==> src/rtl/ram_arbiter.sv <==
// Two-requester round-robin arbiter in front of a command-stream RAM.
// Each transaction is an address command, a data command and, for reads, a bounded wait for RAM data.
module ram_arbiter #(
   parameter int ADDR_SIZE = 8,
   parameter int TIMEOUT   = 4
) (
   input  logic                   clk,
   input  logic                   rst_n,
   input  logic [1:0]             req,
   input  logic [1:0]             we,
   input  logic [ADDR_SIZE-1:0]   addr0,
   input  logic [ADDR_SIZE-1:0]   addr1,
   input  logic [ADDR_SIZE-1:0]   wdata0,
   input  logic [ADDR_SIZE-1:0]   wdata1,
   output logic [1:0]             ack,
   output logic [ADDR_SIZE-1:0]   rdata,
   output logic                   rd_err,
   output logic                   ram_rx_valid,
   output logic [ADDR_SIZE+1:0]   ram_din,
   input  logic                   ram_tx_valid,
   input  logic [ADDR_SIZE-1:0]   ram_dout
);

   localparam int CW = $clog2(TIMEOUT + 1);

   typedef enum logic [2:0] {IDLE, CMD1, CMD2, WAIT, DONE} state_t;

   state_t                 state, state_nx;
   logic                   ptr, ptr_nx;
   logic                   id, id_nx;
   logic                   grant;
   logic                   we_l, we_nx;
   logic [ADDR_SIZE-1:0]   addr_l, addr_nx;
   logic [ADDR_SIZE-1:0]   wdata_l, wdata_nx;
   logic [CW-1:0]          cnt, cnt_nx;
   logic [1:0]             ack_nx;
   logic [ADDR_SIZE-1:0]   rdata_nx;
   logic                   rd_err_nx;
   logic                   rx_valid_nx;
   logic [ADDR_SIZE+1:0]   din_nx;

   // Outputs are computed for the state being entered, so they appear
   // registered during that state.
   always_comb begin
      state_nx    = state;
      ptr_nx      = ptr;
      id_nx       = id;
      grant       = 1'b0;
      we_nx       = we_l;
      addr_nx     = addr_l;
      wdata_nx    = wdata_l;
      cnt_nx      = cnt;
      ack_nx      = 2'b00;
      rdata_nx    = rdata;
      rd_err_nx   = rd_err;
      rx_valid_nx = 1'b0;
      din_nx      = '0;
      case (state)
         IDLE: begin
            if (req != 2'b00) begin
               grant       = (req == 2'b11) ? ptr : req[1];
               id_nx       = grant;
               we_nx       = we[grant];
               addr_nx     = grant ? addr1 : addr0;
               wdata_nx    = grant ? wdata1 : wdata0;
               cnt_nx      = '0;
               state_nx    = CMD1;
               rx_valid_nx = 1'b1;
               din_nx      = {(we_nx ? 2'b00 : 2'b10), addr_nx};
            end
         end
         CMD1: begin
            state_nx    = CMD2;
            rx_valid_nx = 1'b1;
            din_nx      = we_l ? {2'b01, wdata_l} : {2'b11, {ADDR_SIZE{1'b0}}};
         end
         CMD2: begin
            if (we_l) begin
               state_nx   = DONE;
               ack_nx[id] = 1'b1;
               rdata_nx   = '0;
               rd_err_nx  = 1'b0;
               ptr_nx     = ~id;
            end else begin
               state_nx = WAIT;
            end
         end
         WAIT: begin
            if (ram_tx_valid) begin
               state_nx   = DONE;
               ack_nx[id] = 1'b1;
               rdata_nx   = ram_dout;
               rd_err_nx  = 1'b0;
               ptr_nx     = ~id;
            end else begin
               // Counter stops at TIMEOUT because the state is left on that cycle.
               cnt_nx = cnt + 1'b1;
               if (cnt == CW'(TIMEOUT - 1)) begin
                  state_nx   = DONE;
                  ack_nx[id] = 1'b1;
                  rdata_nx   = '0;
                  rd_err_nx  = 1'b1;
                  ptr_nx     = ~id;
               end
            end
         end
         DONE: begin
            state_nx = IDLE;
         end
         default: begin
            state_nx = IDLE;
         end
      endcase
   end

   always_ff @(posedge clk) begin
      if (!rst_n) begin
         state        <= IDLE;
         ptr          <= 1'b0;
         id           <= 1'b0;
         we_l         <= 1'b0;
         addr_l       <= '0;
         wdata_l      <= '0;
         cnt          <= '0;
         ack          <= 2'b00;
         rdata        <= '0;
         rd_err       <= 1'b0;
         ram_rx_valid <= 1'b0;
         ram_din      <= '0;
      end else begin
         state        <= state_nx;
         ptr          <= ptr_nx;
         id           <= id_nx;
         we_l         <= we_nx;
         addr_l       <= addr_nx;
         wdata_l      <= wdata_nx;
         cnt          <= cnt_nx;
         ack          <= ack_nx;
         rdata        <= rdata_nx;
         rd_err       <= rd_err_nx;
         ram_rx_valid <= rx_valid_nx;
         ram_din      <= din_nx;
      end
   end

endmodule
==> config.mk <==
export PLATFORM = sky130hd
export DESIGN_NAME = ram_arbiter
export DESIGN_NICKNAME = d
export VERILOG_FILES = /design/src/rtl/ram_arbiter.sv
export SDC_FILE = /design/constraint.sdc
export NUM_CORES = 1
export LEC_CHECK = 0
export ABC_CLOCK_PERIOD_IN_PS = 1900
export BUFFER_PORTS_ARGS = -buffer_cell sky130_fd_sc_hd__buf_2
export CAP_MARGIN = 20
export CORE_MARGIN = 1
export CORE_UTILIZATION = 49
export CTS_BUF_LIST = sky130_fd_sc_hd__clkbuf_8
export CTS_CLUSTER_SIZE = 20
export DETAILED_ROUTE_END_ITERATION = 16
export PLACE_DENSITY = 0.82
export SYNTH_ARGS = -nofsm -noshare
export SYNTH_HDL_FRONTEND = slang
export SYNTH_SLANG_ARGS = --single-unit
==> constraint.sdc <==
create_clock -name clk -period 1.9 [get_ports clk]
set_clock_uncertainty 0.2 [all_clocks]
set_input_delay 0.19 -clock clk [delete_from_list [all_inputs] [get_ports clk]]
set_output_delay 0.19 -clock clk [all_outputs]
set_load 0.01 [all_outputs]
* Word-level counts from Yosys, hierarchy flattened
Index checks and enable logic that the tools add are counted.
** Storage, ports and cells
- Output and inout bits :: 22
- Flip-flop bits (word level) :: 39
** Cells by class
- $add $sub $neg :: 1
- $lt $le $gt $ge :: 3
- Eq/ne operators :: 9
- Reductions and logical operators :: 9
- Multiplexer cells :: 37
- Bitwise logic cells :: 1
** Operators with widths (count)
- $mux 8 :: 5
- $mux 10 :: 2
- $pmux 10 s2 :: 1
- $mux 3 :: 6
- $pmux 8 s2 :: 1
- $pmux 3 s4 :: 1
- $mux 1 :: 11
- $eq 3x2->1 const B :: 3
- $mux 2 :: 4
- $ne 2x2->1 const B :: 3
- $pmux 1 s2 :: 3
- $pmux 3 s2 :: 1
- $reduce_and 3->1 :: 2
- $reduce_bool 2->1 :: 3
- $lt 1x2->1 const B :: 2
- $pmux 2 s2 :: 1
- $reduce_and 2->1 :: 2
- $add 3x1->3 const B :: 1
- $eq 3x1->1 const B :: 1
- $logic_not 3->1 :: 1
- $ne 3x3->1 const B :: 1
- $eq 2x2->1 const B :: 1
- $demux 1 s1 :: 1
- $ge 1x1->1 const B :: 1
- 2 further kinds :: 2

* Longest topological paths before layout
Gate-level depths: netlist (run 1).
- Depth in word-level cells :: 7
- Mapped depth :: 6

* Worst setup path after synthesis (run 1)
OpenSTA, ideal clock, no wires.
- Path type :: reg-to-reg
- Start point :: reg cnt[0]
- End point :: reg rdata[0]
- Setup slack :: 0.123 ns
- Library setup time :: 0.117 ns
- Path buffers :: 1
- Arrival time :: 1.459 ns
- Data required time :: 1.583 ns
- Cell stages (with the launch flop) :: 7
- Period minus slack after synthesis :: 1.777 ns
- Cells stage by stage :: dfxtp_1 > ha_1 > ha_1 > nor3b_4 > or3_4 > buf_6 > a32o_1
** On the way
- Longest elaborated chain between the ends :: 3
** Ends and longest elaborated chain
- start: declaration :: RTL line 35 : logic [CW-1:0] cnt, cnt_nx;
- start signal: assignment :: RTL line 137 : cnt <= cnt_nx;
- $eq 3x2->1 :: RTL line 98 : if (cnt == CW'(TIMEOUT - 1)) begin
- $ne 3x3->1 (no source line)
- $reduce_and 3->1 (no source line)
- end signal: assignment :: RTL line 139 : rdata <= rdata_nx;
- end: declaration :: RTL line 16 : output logic [ADDR_SIZE-1:0] rdata,
No other way between the ends.
A chain may end at the register's enable or synchronous reset.

* Worst setup path after layout (run 1)
- Start point :: reg cnt[0]
- End point :: reg rdata[7]
Same word-level chain as after synthesis.

==> results of run 1 <==
==> cells in the mapped netlist, drive strengths merged (2+ instances only) <==
cell,number,area [um^2]
dfxtp,39,781
nand2,23,88.8
o21ai,14,70.1
mux2i,10,100
a31oi,8,50.1
a32o,8,80.1
o2bb2ai,8,70.1
nor2,7,26.3
clkbuf,6,22.5
buf,5,46.3
nor3,5,25.0
inv,4,15.0
nand2b,3,26.3
a21oi,2,10.0
and2,2,12.5
ha,2,25.0
nand3b,2,15.0
nor3b,2,26.3
o22ai,2,12.5
or2,2,12.5
==> placed cells by master (no fill, tap or decap), drive strengths merged <==
cell         netlist  routed
a211oi             1       1
a21oi              2       2
a31oi              8       8
a32o               8       8
and2               2       2
and3               1       1
buf                5      74
clkbuf             6       5
clkinv             0       1
dfxtp             39      39
dlygate4sd3        0      38
ha                 2       2
inv                4       6
mux2               1       1
mux2i             10      10
nand2             23      23
nand2b             3       3
nand3              1       1
nand3b             2       2
nor2               7       7
nor2b              1       1
nor3               5       5
nor3b              2       2
nor4               1       1
o21a               1       1
o21ai             14      14
o22ai              2       2
o2bb2ai            8       8
o31a               1       1
or2                2       2
or3                1       1
==> through the flow <==
step                      cells   util  cell area, um^2
final                       316  0.792             2440
after global routing        316  0.792             2440
after CTS                   315  0.789             2430
after detailed placement    268  0.636             1960
after global placement      268  0.636             1960
after floorplan             163      -             1600
==> routing by layer <==
metal  vias up  GRT usage
li1        801          -
met1       775      0.326
met2        82      0.495
met3        12     0.0655
met4         0      0.139
met5         -          0
==> registers in the layout, summed over array words and instances (netlist names) <==
register,cells
ram_din,10
rdata,8
wdata_l,8
cnt,3
state,3
ack,2
id,1
ptr,1
ram_rx_valid,1
rd_err,1
we_l,1
==> worst reg2reg max path: stages (launching register included) <==
cell	delay, ps
sky130_fd_sc_hd__dfxtp_1	350
sky130_fd_sc_hd__ha_1	150
sky130_fd_sc_hd__ha_1	200
sky130_fd_sc_hd__nor3b_4	70
sky130_fd_sc_hd__or3_4	430
sky130_fd_sc_hd__a32o_1	280
==> area by class of cell <==
cell class / count / area, um^2 / share of cell area
inverters: 4 / 15.0 / 0.00616
repair buffers: 112 / 766 / 0.314
clock buffers: 5 / 68.8 / 0.0282
multi-input cells: 109 / 741 / 0.304
flip-flops and latches: 39 / 781 / 0.320
clock inverters: 3 / 12.5 / 0.00513
well taps: 44 / 55.1 / 0.0226
==> worst max path at each step <==
stage	start	end	depth (start not counted)
3_5_place_dp	cnt[0]	rdata[7]	5
6_report	cnt[0]	rdata[7]	5
5_1_grt	cnt[0]	rdata[1]	5
4_1_cts	cnt[0]	rdata[3]	5
2_1_floorplan	cnt[0]	rdata[0]	6
3_3_place_gp	cnt[0]	rdata[2]	5
==> where the power goes <==
group	switching, mW	internal, mW	total, mW
clock network	0.271	0.247	0.518
logic	0.230	0.234	0.464
registers	0.0704	0.908	0.978
==> what timing repair did <==
action / in CTS / in global routing
endpoints found under the setup margin: 0 / 1
gates resized for setup: 0 / 1
hold endpoints to repair: 24 / 0
setup buffers: 0 / 2
hold buffers: 39 / 0
==> logic make-up (layout without fill, tap and decap cells) <==
logic type,Yosys count,after routing,synth area share
mux,11,11,0.0696
flops,39,39,0.488
buf+inv,15,124,0.0524
fa+ha+maj,2,2,0.0156
simple gates,51,51,0.177
compound gates,45,45,0.198
==> impl_summary.txt, run 1 <==
----------------------------------------------------
[Outcome]
  Outcome ... finished, final reports clean

[Route]
  Routed wire per std cell ... 15.1 um
  Final antenna-violating net count ... 0
  Detail Route met2 WL ... 2.47 mm
  Number of DRC violations after detailed routing ... 0
  Top layer in use ... met4
  DRC marker count from the first detailed-route iteration ... 102
  Overall routed net length ... 4.78 mm
  Length of routed met3 wiring ... 336 um
  Total via count after detailed routing ... 1670
  DR pass1 iterations ... 4
  Per-cell via count in the routed design ... 5.28
  Met1 routed wirelength after detailed routing ... 1.87 mm

[Worst setup path]
  CP most frequent cell ... sky130_fd_sc_hd__ha_1
  Reg2reg setup slack ... 120 ps
  Setup crit end kind ... flop
  Worst flop-to-flop path endpoint ... rdata[7]
  Crit path cell chain ... ha_1 > ha_1 > nor3b_4 > or3_4 > a32o_1
  Slowest CP cell ... sky130_fd_sc_hd__or3_4
  Type of the setup path with the least slack ... reg -> reg
  Maximum cell stage delay along the critical path ... 430 ps
  Startpoint types ... flop
  Cell type group with the largest total delay on the critical path ... simple AND/OR/NAND/NOR gates
  Data arrival, critical path ... 1760 ps
  Number of cells on the worst reg-to-reg path ... 5
  Required time of the critical path ... 1880 ps
  Launch point of the worst reg-to-reg path ... cnt[0]
  CP Max Fanout ... 8
  Worst Path Buf+Inv ... 0

[Timing]
  Maximum achievable frequency ... 561 MHz
  Setup repair after global routing missed its margin ... false
  Final-layout setup total negative slack ... 0 ps
  Final hold viol count ... 0
  Part of the cycle the worst path needs ... 0.938
  Post-route setup slack ... 119 ps
  Slew at the pin closest to its max-slew limit ... 428 ps
  Min Hold Slack ... 3.82 ps
  Headroom to the max-slew limit ... 0.713
  Final worst path period need ... 1780 ps
  Number of slew-limit violations in the final report ... 0
  Final setup vio count ... 0

[Logic synthesis]
  Post-synth EDFFs ... 0
  Yosys reg bits ... 39
  Count of different cell masters after synthesis ... 35
  Async S/R FF share, synth ... 0
  Most used flip-flop cell after synthesis ... sky130_fd_sc_hd__dfxtp_1
  Synthesized instance count ... 163
  Sequential area share after synthesis ... 0.488
  Synth Warn # ... 0
  Mapped cell area ... 1600 um^2
  Per-instance average area after synthesis ... 9.82 um^2
  Number of nets produced by synthesis ... 212

[Job]
  Max-capacitance violation count ... 0

[Clocking]
  Clock tree from TritonCTS ... built
  Clock net sink count ... 39
  Total CTS buffers ... 5
  Worst-Skew Late Latency ... 280 ps
  Longest Clk Path Bufs ... 2
  Clock transition at the register clock pins on the worst setup and hold paths after CTS ... 70 ps
  Buffer cell driving the clock tree root ... sky130_fd_sc_hd__clkbuf_8
  H-Tree Depth ... 2

[Floorplan]
  Width of the die ... 59.1 um
  Core box area ... 3080 um^2
  Total number of placement rows ... 20
  I/O pin count ... 69
  Vertical die dimension ... 59.1 um
  Effective utilization at floorplan ... 0.520
  Die Footprint ... 3500 um^2

[Global route]
  Congestion Overflow GR ... 0
  Pin count of the biggest net entering global routing ... 29
  Vias in the first global route ... 1594
  Global Route Usage Sum ... 0.284
  First-pass GRT wire length ... 7.20 mm
  Antenna violations before repair ... 0

[Pwr]
  Worst IR drop on VDD ... 0.674 mV
  Leak Pwr ... 1.14 nW
  Power per standard cell area ... 804 nW/um^2
  Final total power ... 1.96 mW

[Placed design]
  Half-perimeter wire length after detailed placement ... 2.41 mm
  Number of buffers added on ports ... 68
  Final weighted congestion of routability-driven global placement ... 0.832
  Worst-case setup slack after placement ... 128 ps

[Cells and area]
  Number of fillers in the final layout ... 183
  Net count of the finished layout ... 320
  Area growth from synthesis to layout ... 52.4%
  Fraction of final layout cells sized beyond drive strength 1 ... 0.324
  Final antenna diode count ... 0

[Worst hold path]
  Number of cells traversed by the worst hold path ... 3
  Min-delay worst type ... in -> reg
  Worst hold path endpoint ... ram_din[2]
  Hold wc startpoint ... addr0[2]

----------------------------------------------------
No activity file was read; power rests on OpenSTA's default activity.
==> run 2, diff against run 1 <==
- HOLD_SLACK_MARGIN: default -> 0.03
- REMOVE_ABC_BUFFERS: default -> 1
==> run 2 against run 1 <==
  * Global-route usage down 0.31 points
  * Clock power shrank 2%
  * Non-clock buffer count is 3 higher
  * Power shrank 0.78%
  * Hold slack improved by 66 ps
  * Die area is the same
  * Wire length grew 0.31%
  * Combinational power barely moved
  * Cell area rose by 1.2%
  * Core utilization is 0.98 points higher
==> impl_summary.txt, run 2 (synthesis results as in run 1) <==
----------------------------------------------------
[Floorplan]
  Vertical die dimension ... 59.1 um (unchanged)
  Total number of placement rows ... 20 (unchanged)
  I/O pin count ... 69 (unchanged)
  Die Footprint ... 3500 um^2 (unchanged)
  Width of the die ... 59.1 um (unchanged)
  Core box area ... 3080 um^2 (unchanged)
  Effective utilization at floorplan ... 0.520 (unchanged)

[Clocking]
  PostCTS Resize Cnt ... 0 (unchanged)
  Worst-Skew Late Latency ... 280 ps (about the same)
  Buffer cell driving the clock tree root ... sky130_fd_sc_hd__clkbuf_8
  H-Tree Depth ... 2 (unchanged)
  Post-CTS setup repair buffer count ... 0 (unchanged)
  # hold bufs at CTS ... 41 (+5.1%)
  Clock transition at the register clock pins on the worst setup and hold paths after CTS ... 70 ps (about the same)
  Clock net sink count ... 39 (unchanged)
  Clock tree from TritonCTS ... built
  Total CTS buffers ... 5 (unchanged)
  Longest Clk Path Bufs ... 2 (unchanged)

[Cells and area]
  Most common cell after layout, fill and taps aside ... sky130_fd_sc_hd__buf_2
  Commonest non-fill, non-tap cells in the layout ... sky130_fd_sc_hd__buf_2, sky130_fd_sc_hd__dlygate4sd3_1, sky130_fd_sc_hd__dfxtp_1
  Registers with the highest flip-flop counts ... ram_din (10), rdata (8), wdata_l (8)
  Reg with most FFs ... ram_din
  Final antenna diode count ... 0 (unchanged)
  Non-filler cells in the finished layout ... 319 (+0.95%)
  Net count of the finished layout ... 323 (+0.94%)
  Fraction of final layout cells sized beyond drive strength 1 ... 0.313 (-0.0108)
  Area growth from synthesis to layout ... 54.3%
  Number of fillers in the final layout ... 182 (-0.55%)
  Max FFs per register ... 10 (unchanged)

[Global route]
  First-pass GRT wire length ... 7.04 mm (-2.2%)
  Global Route Usage Sum ... 0.281 (-0.00305)
  Congestion Overflow GR ... 0 (unchanged)
  Pin count of the biggest net entering global routing ... 29 (unchanged)
  Vias in the first global route ... 1539 (-3.5%)
  Antenna violations before repair ... 0 (unchanged)

[Placed design]
  Number of buffers added on ports ... 68 (unchanged)
  Half-perimeter wire length after detailed placement ... 2.44 mm (+0.96%)
  Final weighted congestion of routability-driven global placement ... 0.783 (-5.9%)
  Worst-case setup slack after placement ... 106 ps (-22.5 ps)
  Placed Instances ... 268 (unchanged)

[Timing]
  Setup repair after global routing missed its margin ... false
  Headroom to the max-slew limit ... 0.730 (+0.0171)
  Slew at the pin closest to its max-slew limit ... 402 ps (-25.4 ps)
  Final hold viol count ... 0 (unchanged)
  Final worst path period need ... 1850 ps (+65.9 ps)
  Number of slew-limit violations in the final report ... 0 (unchanged)
  Post-route setup slack ... 52.8 ps (-65.9 ps)
  Part of the cycle the worst path needs ... 0.972 (+0.0347)
  Min Hold Slack ... 69.4 ps (+65.6 ps)
  Final-layout setup total negative slack ... 0 ps (unchanged)
  Final setup vio count ... 0 (unchanged)
  Maximum achievable frequency ... 541 MHz (-3.6%)

[Worst setup path]
  Startpoint types ... flop
  Maximum cell stage delay along the critical path ... 440 ps (about the same)
  Crit path cell chain ... ha_1 > ha_1 > nor3b_4 > or3_4 > a32o_1
  CP Max Fanout ... 8 (unchanged)
  Data arrival, critical path ... 1810 ps (+50 ps)
  CP most frequent cell ... sky130_fd_sc_hd__ha_1
  Setup crit end kind ... flop
  Slowest CP cell ... sky130_fd_sc_hd__or3_4
  Required time of the critical path ... 1860 ps (-20 ps)
  Type of the setup path with the least slack ... reg -> reg

[Route]
  Routed wire per std cell ... 15.0 um (-0.63%)
  Number of DRC violations after detailed routing ... 0 (unchanged)
  Overall routed net length ... 4.80 mm (+0.31%)
  Per-cell via count in the routed design ... 5.25 (-0.58%)
  DRC marker count from the first detailed-route iteration ... 87 (-15%)
  Final antenna-violating net count ... 0 (unchanged)
  Total via count after detailed routing ... 1676 (+0.36%)
  DR pass1 iterations ... 6 (+2)

[Pwr]
  Worst IR drop on VDD ... 0.531 mV (-21%)
  Leak Pwr ... 1.15 nW (+0.65%)
  Final total power ... 1.94 mW (-0.78%)
  Power per standard cell area ... 788 nW/um^2 (-2.0%)

[Job]
  Max-capacitance violation count ... 0 (unchanged)

[Outcome]
  Outcome ... finished, final reports clean

[Worst hold path]
  Min-delay worst type ... in -> reg

----------------------------------------------------
run 2: cell types whose count changed in the layout (fill, tap and decap cells not counted), sizes merged:
cell         previous run  this run
dlygate4sd3            38        43
buf                    74        72
run 2: through the flow:
step                       util  area, um^2
after floorplan               -        1530
final                     0.802        2470
after CTS                 0.796        2450
after detailed placement  0.636        1960
after global routing      0.802        2470
after global placement    0.636        1960
run 2: metal layers:
layer  global-route usage  vias to the layer above  part of all wire
li1                     -                      812                 -
met1                0.292                      761              0.37
met2                0.495                       82              0.51
met3               0.0917                       21             0.071
met4                0.160                        0             0.045
met5                    0                        -                 0
run 2: power breakdown:
| part | total [mW] | switching [mW] | internal, mW |
|---|---|---|---|
| registers | 0.970 | 0.0625 | 0.908 |
| logic | 0.465 | 0.228 | 0.236 |
| clock network | 0.510 | 0.263 | 0.246 |
| total | 1.94 | 0.554 | 1.39 |
run 2: final timing paths:
kind | slack [ps] | startpoint | cells after the start | endpoint
setup / recovery | 50 | cnt[0] | 5 | rdata[4]
hold / removal | 70 | req[0] | 3 | state[0]
setup reg to reg | 50 | cnt[0] | 5 | rdata[4]
hold reg to reg | 270 | wdata_l[1] | 1 | ram_din[1]
run 2: layout make-up:
class                      count  area (um^2)  area share
multi-input combinational    109          736       0.298
sequential                    39          781       0.316
timing repair buffer         115          801       0.324
clock buffer                   5         68.8      0.0279
tap                           44         55.1      0.0223
clock inverter                 3         12.5     0.00507
inverter                       4         15.0     0.00608
run 2: worst max-delay path: cells and delay by family (launching register included):
family | cells | cell delay, ps
flops | 1 | 350
compound gates | 1 | 310
simple gates | 2 | 510
fa+ha+maj | 2 | 350
==> run 3, diff against run 2 <==
--- a/config.mk
+++ b/config.mk
@@ -7,2 +7,3 @@
 export LEC_CHECK = 0
+export ABC_AREA = 1
 export ABC_CLOCK_PERIOD_IN_PS = 1900
@@ -11,3 +12,3 @@
 export CORE_MARGIN = 1
-export CORE_UTILIZATION = 49
+export CORE_UTILIZATION = 51
 export CTS_BUF_LIST = sky130_fd_sc_hd__clkbuf_8
--- a/constraint.sdc
+++ b/constraint.sdc
@@ -4,2 +4,2 @@
 set_output_delay 0.19 -clock clk [all_outputs]
-set_load 0.01 [all_outputs]
+set_load 0.1 [all_outputs]
==> run 3 against run 2 <==
  * Non-clock buffer count fell by 39
  * Flip-flop and latch count did not move
  * Worst setup slack improved by 180 ps
  * Sequential share of layout area rose by 0.080 points
  * Sequential power rose by 7%
  * Register-to-register slack improved by 180 ps
  * Core utilization fell by 13 points
  * First-iteration DRC count fell by 2.3%
  * Via count rose by 17%
  * Clock power rose by 39%
  * Count of clock-buffer cells in the layout rose by 1
  * Die area rose by 17%
  * Highest routed layer unchanged
==> impl_summary.txt, run 3 <==
----------------------------------------------------
[Cells and area]
  Max FFs per register ... 10 (unchanged)
  Commonest non-fill, non-tap cells in the layout ... sky130_fd_sc_hd__nand2_1, sky130_fd_sc_hd__buf_2, sky130_fd_sc_hd__nand3_1
  Net count of the finished layout ... 409 (+27%)
  Post-route cell area ... 2460 um^2 (-0.25%)
  Fraction of final layout cells sized beyond drive strength 1 ... 0.274 (-0.0385)
  Register Area ... 781 um^2 (unchanged)
  Registers with the highest flip-flop counts ... ram_din (10), rdata (8), wdata_l (8)
  Final antenna diode count ... 0 (unchanged)
  Area growth from synthesis to layout ... 26.2%
  Reg with most FFs ... ram_din
  Final core area utilization ... 0.673 (-0.129)
  Number of fillers in the final layout ... 335 (+84%)
  Area used by multi-input combinational logic ... 922 um^2 (+25%)
  Most common cell after layout, fill and taps aside ... sky130_fd_sc_hd__nand2_1

[Worst hold path]
  Worst hold path endpoint ... rdata[2]
  Number of cells traversed by the worst hold path ... 5 (+2)
  Hold wc startpoint ... ram_dout[2]
  Min-delay worst type ... in -> reg

[Global route]
  Global Route Usage Sum ... 0.231 (-0.0499)
  Congestion Overflow GR ... 0 (unchanged)
  Met2 track utilization from global routing ... 0.436 (-0.0590)
  Vias in the first global route ... 1808 (+17%)
  First-pass GRT wire length ... 7.39 mm (+5.0%)
  Global-route layer with the greatest usage ... met2
  Pin count of the biggest net entering global routing ... 19 (-34%)
  Antenna violations before repair ... 0 (unchanged)
  Global routing usage on met1 ... 0.256 (-0.0364)
  GR Util met3 ... 0.0482 (-0.0435)

[Timing]
  Headroom to the max-slew limit ... 0.672 (-0.0578)
  Final worst path period need ... 1670 ps (-178 ps)
  Final setup vio count ... 0 (unchanged)
  Slew at the pin closest to its max-slew limit ... 495 ps (+93.2 ps)
  Final-layout setup total negative slack ... 0 ps (unchanged)
  Final hold viol count ... 0 (unchanged)
  Post-route setup slack ... 231 ps (+178 ps)
  Maximum achievable frequency ... 599 MHz (+11%)
  Setup repair after global routing missed its margin ... false
  Part of the cycle the worst path needs ... 0.879 (-0.0935)
  Number of slew-limit violations in the final report ... 0 (unchanged)

[Floorplan]
  Width of the die ... 63.9 um (+8.0%)
  Core box area ... 3660 um^2 (+19%)
  Die Footprint ... 4080 um^2 (+17%)
  Effective utilization at floorplan ... 0.533 (+0.0132)
  I/O pin count ... 69 (unchanged)
  Vertical die dimension ... 63.9 um (+8.0%)
  Total number of placement rows ... 22 (+10%)

[Logic synthesis]
  Synth Warn # ... 0 (unchanged)
  Async S/R FF share, synth ... 0 (unchanged)
  Yosys reg bits ... 39 (unchanged)
  Mapped cell area ... 1950 um^2 (+22%)
  Per-instance average area after synthesis ... 6.75 um^2 (-31%)
  Most used flip-flop cell after synthesis ... sky130_fd_sc_hd__dfxtp_1
  Ranking of synthesized cells by area ... sky130_fd_sc_hd__dfxtp_1, sky130_fd_sc_hd__nand2_1, sky130_fd_sc_hd__nand3_1
  Sequential area share after synthesis ... 0.400 (-0.0879)
  Post-synth top area share ... 0.400 (-0.0879)
  Count leader, synth ... sky130_fd_sc_hd__nand2_1
  Synth top cells by count ... sky130_fd_sc_hd__nand2_1, sky130_fd_sc_hd__nand3_1, sky130_fd_sc_hd__inv_1, sky130_fd_sc_hd__dfxtp_1, sky130_fd_sc_hd__nor2_1
  Synthesized instance count ... 289 (+77%)
  Post-synth EDFFs ... 0 (unchanged)
  Biggest area consumer among synthesized cells ... sky130_fd_sc_hd__dfxtp_1
  Count of different cell masters after synthesis ... 26 (-26%)

[Clocking]
  Longest Clk Path Bufs ... 2 (unchanged)
  H-Tree Depth ... 2 (unchanged)
  Worst-Skew Late Latency ... 290 ps (about the same)
  Clock tree from TritonCTS ... built
  PostCTS Resize Cnt ... 0 (unchanged)
  Total CTS buffers ... 5 (unchanged)
  Buffer cell driving the clock tree root ... sky130_fd_sc_hd__clkbuf_8
  Clock transition at the register clock pins on the worst setup and hold paths after CTS ... 70 ps (about the same)
  Post-CTS setup repair buffer count ... 0 (unchanged)
  Clock net sink count ... 39 (unchanged)

[Pwr]
  Leak Pwr ... 1.36 nW (+18%)
  Worst IR drop on VDD ... 0.821 mV (+54%)
  Final total power ... 2.96 mW (+52%)
  Power per standard cell area ... 1200 nW/um^2 (+53%)

[Worst setup path]
  Data arrival, critical path ... 1660 ps (-150 ps)
  Reg2reg setup slack ... 230 ps (+180 ps)
  Startpoint types ... flop
  Maximum cell stage delay along the critical path ... 320 ps (-120 ps)
  Launch point of the worst reg-to-reg path ... cnt[0]
  Setup crit end kind ... flop
  Type of the setup path with the least slack ... reg -> reg
  Crit path cell chain ... ha_1 > ha_1 > nor2_1 > nand2_4 > nand2_4 > nor2_4 > nand2_1 > nand2_1
  Number of cells on the worst reg-to-reg path ... 8 (+3)
  Slowest CP cell ... sky130_fd_sc_hd__dfxtp_1
  CP Max Fanout ... 11 (+3)
  Required time of the critical path ... 1890 ps (+30 ps)
  Worst flop-to-flop path endpoint ... ptr

[Route]
  Overall routed net length ... 4.21 mm (-12%)
  Routed wire per std cell ... 10.3 um (-32%)
  Total via count after detailed routing ... 1957 (+17%)
  Per-cell via count in the routed design ... 4.78 (-8.9%)
  Final antenna-violating net count ... 0 (unchanged)
  DR pass1 iterations ... 5 (-1)
  Number of DRC violations after detailed routing ... 0 (unchanged)
  DRC marker count from the first detailed-route iteration ... 85 (-2.3%)

[Placed design]
  Final weighted congestion of routability-driven global placement ... 0.813 (+3.8%)
  Half-perimeter wire length after detailed placement ... 3.06 mm (+26%)
  Number of buffers added on ports ... 68 (unchanged)
  Worst-case setup slack after placement ... 262 ps (+156 ps)
  Cell Area, Placed ... 2320 um^2 (+19%)

[Job]
  Max-capacitance violation count ... 0 (unchanged)

[Outcome]
  Outcome ... finished, final reports clean

----------------------------------------------------
-- run 3: cell types whose count changed in the layout (fill, tap and decap cells not counted), sizes merged, moves of 4 or more --
cell | previous run | this run
dlygate4sd3 | 43 | 2
o21ai | 14 | 1
nand2 | 23 | 84
a31oi | 8 | 0
nor2 | 7 | 28
o2bb2ai | 8 | 0
nand3 | 1 | 48
mux2i | 10 | 0
a32o | 8 | 0
a21oi | 2 | 22
inv | 6 | 47
nor3 | 5 | 1
-- run 3: per-layer routing --
| metal | vias up | wire [um] |
|---|---|---|
| met5 | - | 0 |
| met4 | 0 | 53 |
| met3 | 8 | 164 |
| met2 | 43 | 2140 |
| met1 | 878 | 1860 |
| li1 | 1028 | - |
-- run 3: layout make-up --
type / count / area share
Clock buffer: 6 / 0.0335
Timing Repair Buffer: 76 / 0.165
Clock inverter: 2 / 0.0142
Inverter: 47 / 0.0716
Multi-Input combinational cell: 191 / 0.374
Tap cell: 48 / 0.0244
Sequential cell: 39 / 0.317
-- run 3: power by group --
group | total (mW) | switching, mW | internal [mW]
sequential | 1.04 | 0.0791 | 0.966
combinational | 1.21 | 0.895 | 0.313
clock | 0.707 | 0.282 | 0.425
-- run 3: worst max-delay path, delay by kind of cell, from the launching register on --
family                   cells  cell delay (ps)
AND/OR/NAND/NOR              6              650
adder cells (fa/ha/maj)      2              380
flip-flops                   1              320
-- run 3: cell families after synthesis --
family | share of synthesized area
adders and majority gates | 0.0128
buffers and inverters | 0.128
and+or+nand+nor | 0.395
AOI/OAI and AO/OA | 0.0647
DFF | 0.400
-- run 3: worst max path at each step --
stage	startpoint	endpoint	slack, ps	depth (start not counted)
2_1_floorplan	cnt[0]	ptr	350	8
6_report	cnt[0]	ptr	230	8
4_1_cts	cnt[0]	ptr	220	8
3_5_place_dp	cnt[0]	ptr	260	8
5_1_grt	cnt[0]	rdata[3]	120	8
3_3_place_gp	cnt[0]	ptr	290	8
-- run 3: repair_timing --
action,in CTS,in global routing
hold endpoints to repair,2,0
setup endpoints to repair,0,0
hold buffers,2,0
-- run 3: stage by stage --
stage / hold slack (ps) / cells
2_1_floorplan: 87.6 / 277
3_3_place_gp: 251 / 399
3_5_place_dp: 254 / 399
4_1_cts: 31.7 / 409
5_1_grt: 56.3 / 409
6_report: 30.3 / 409
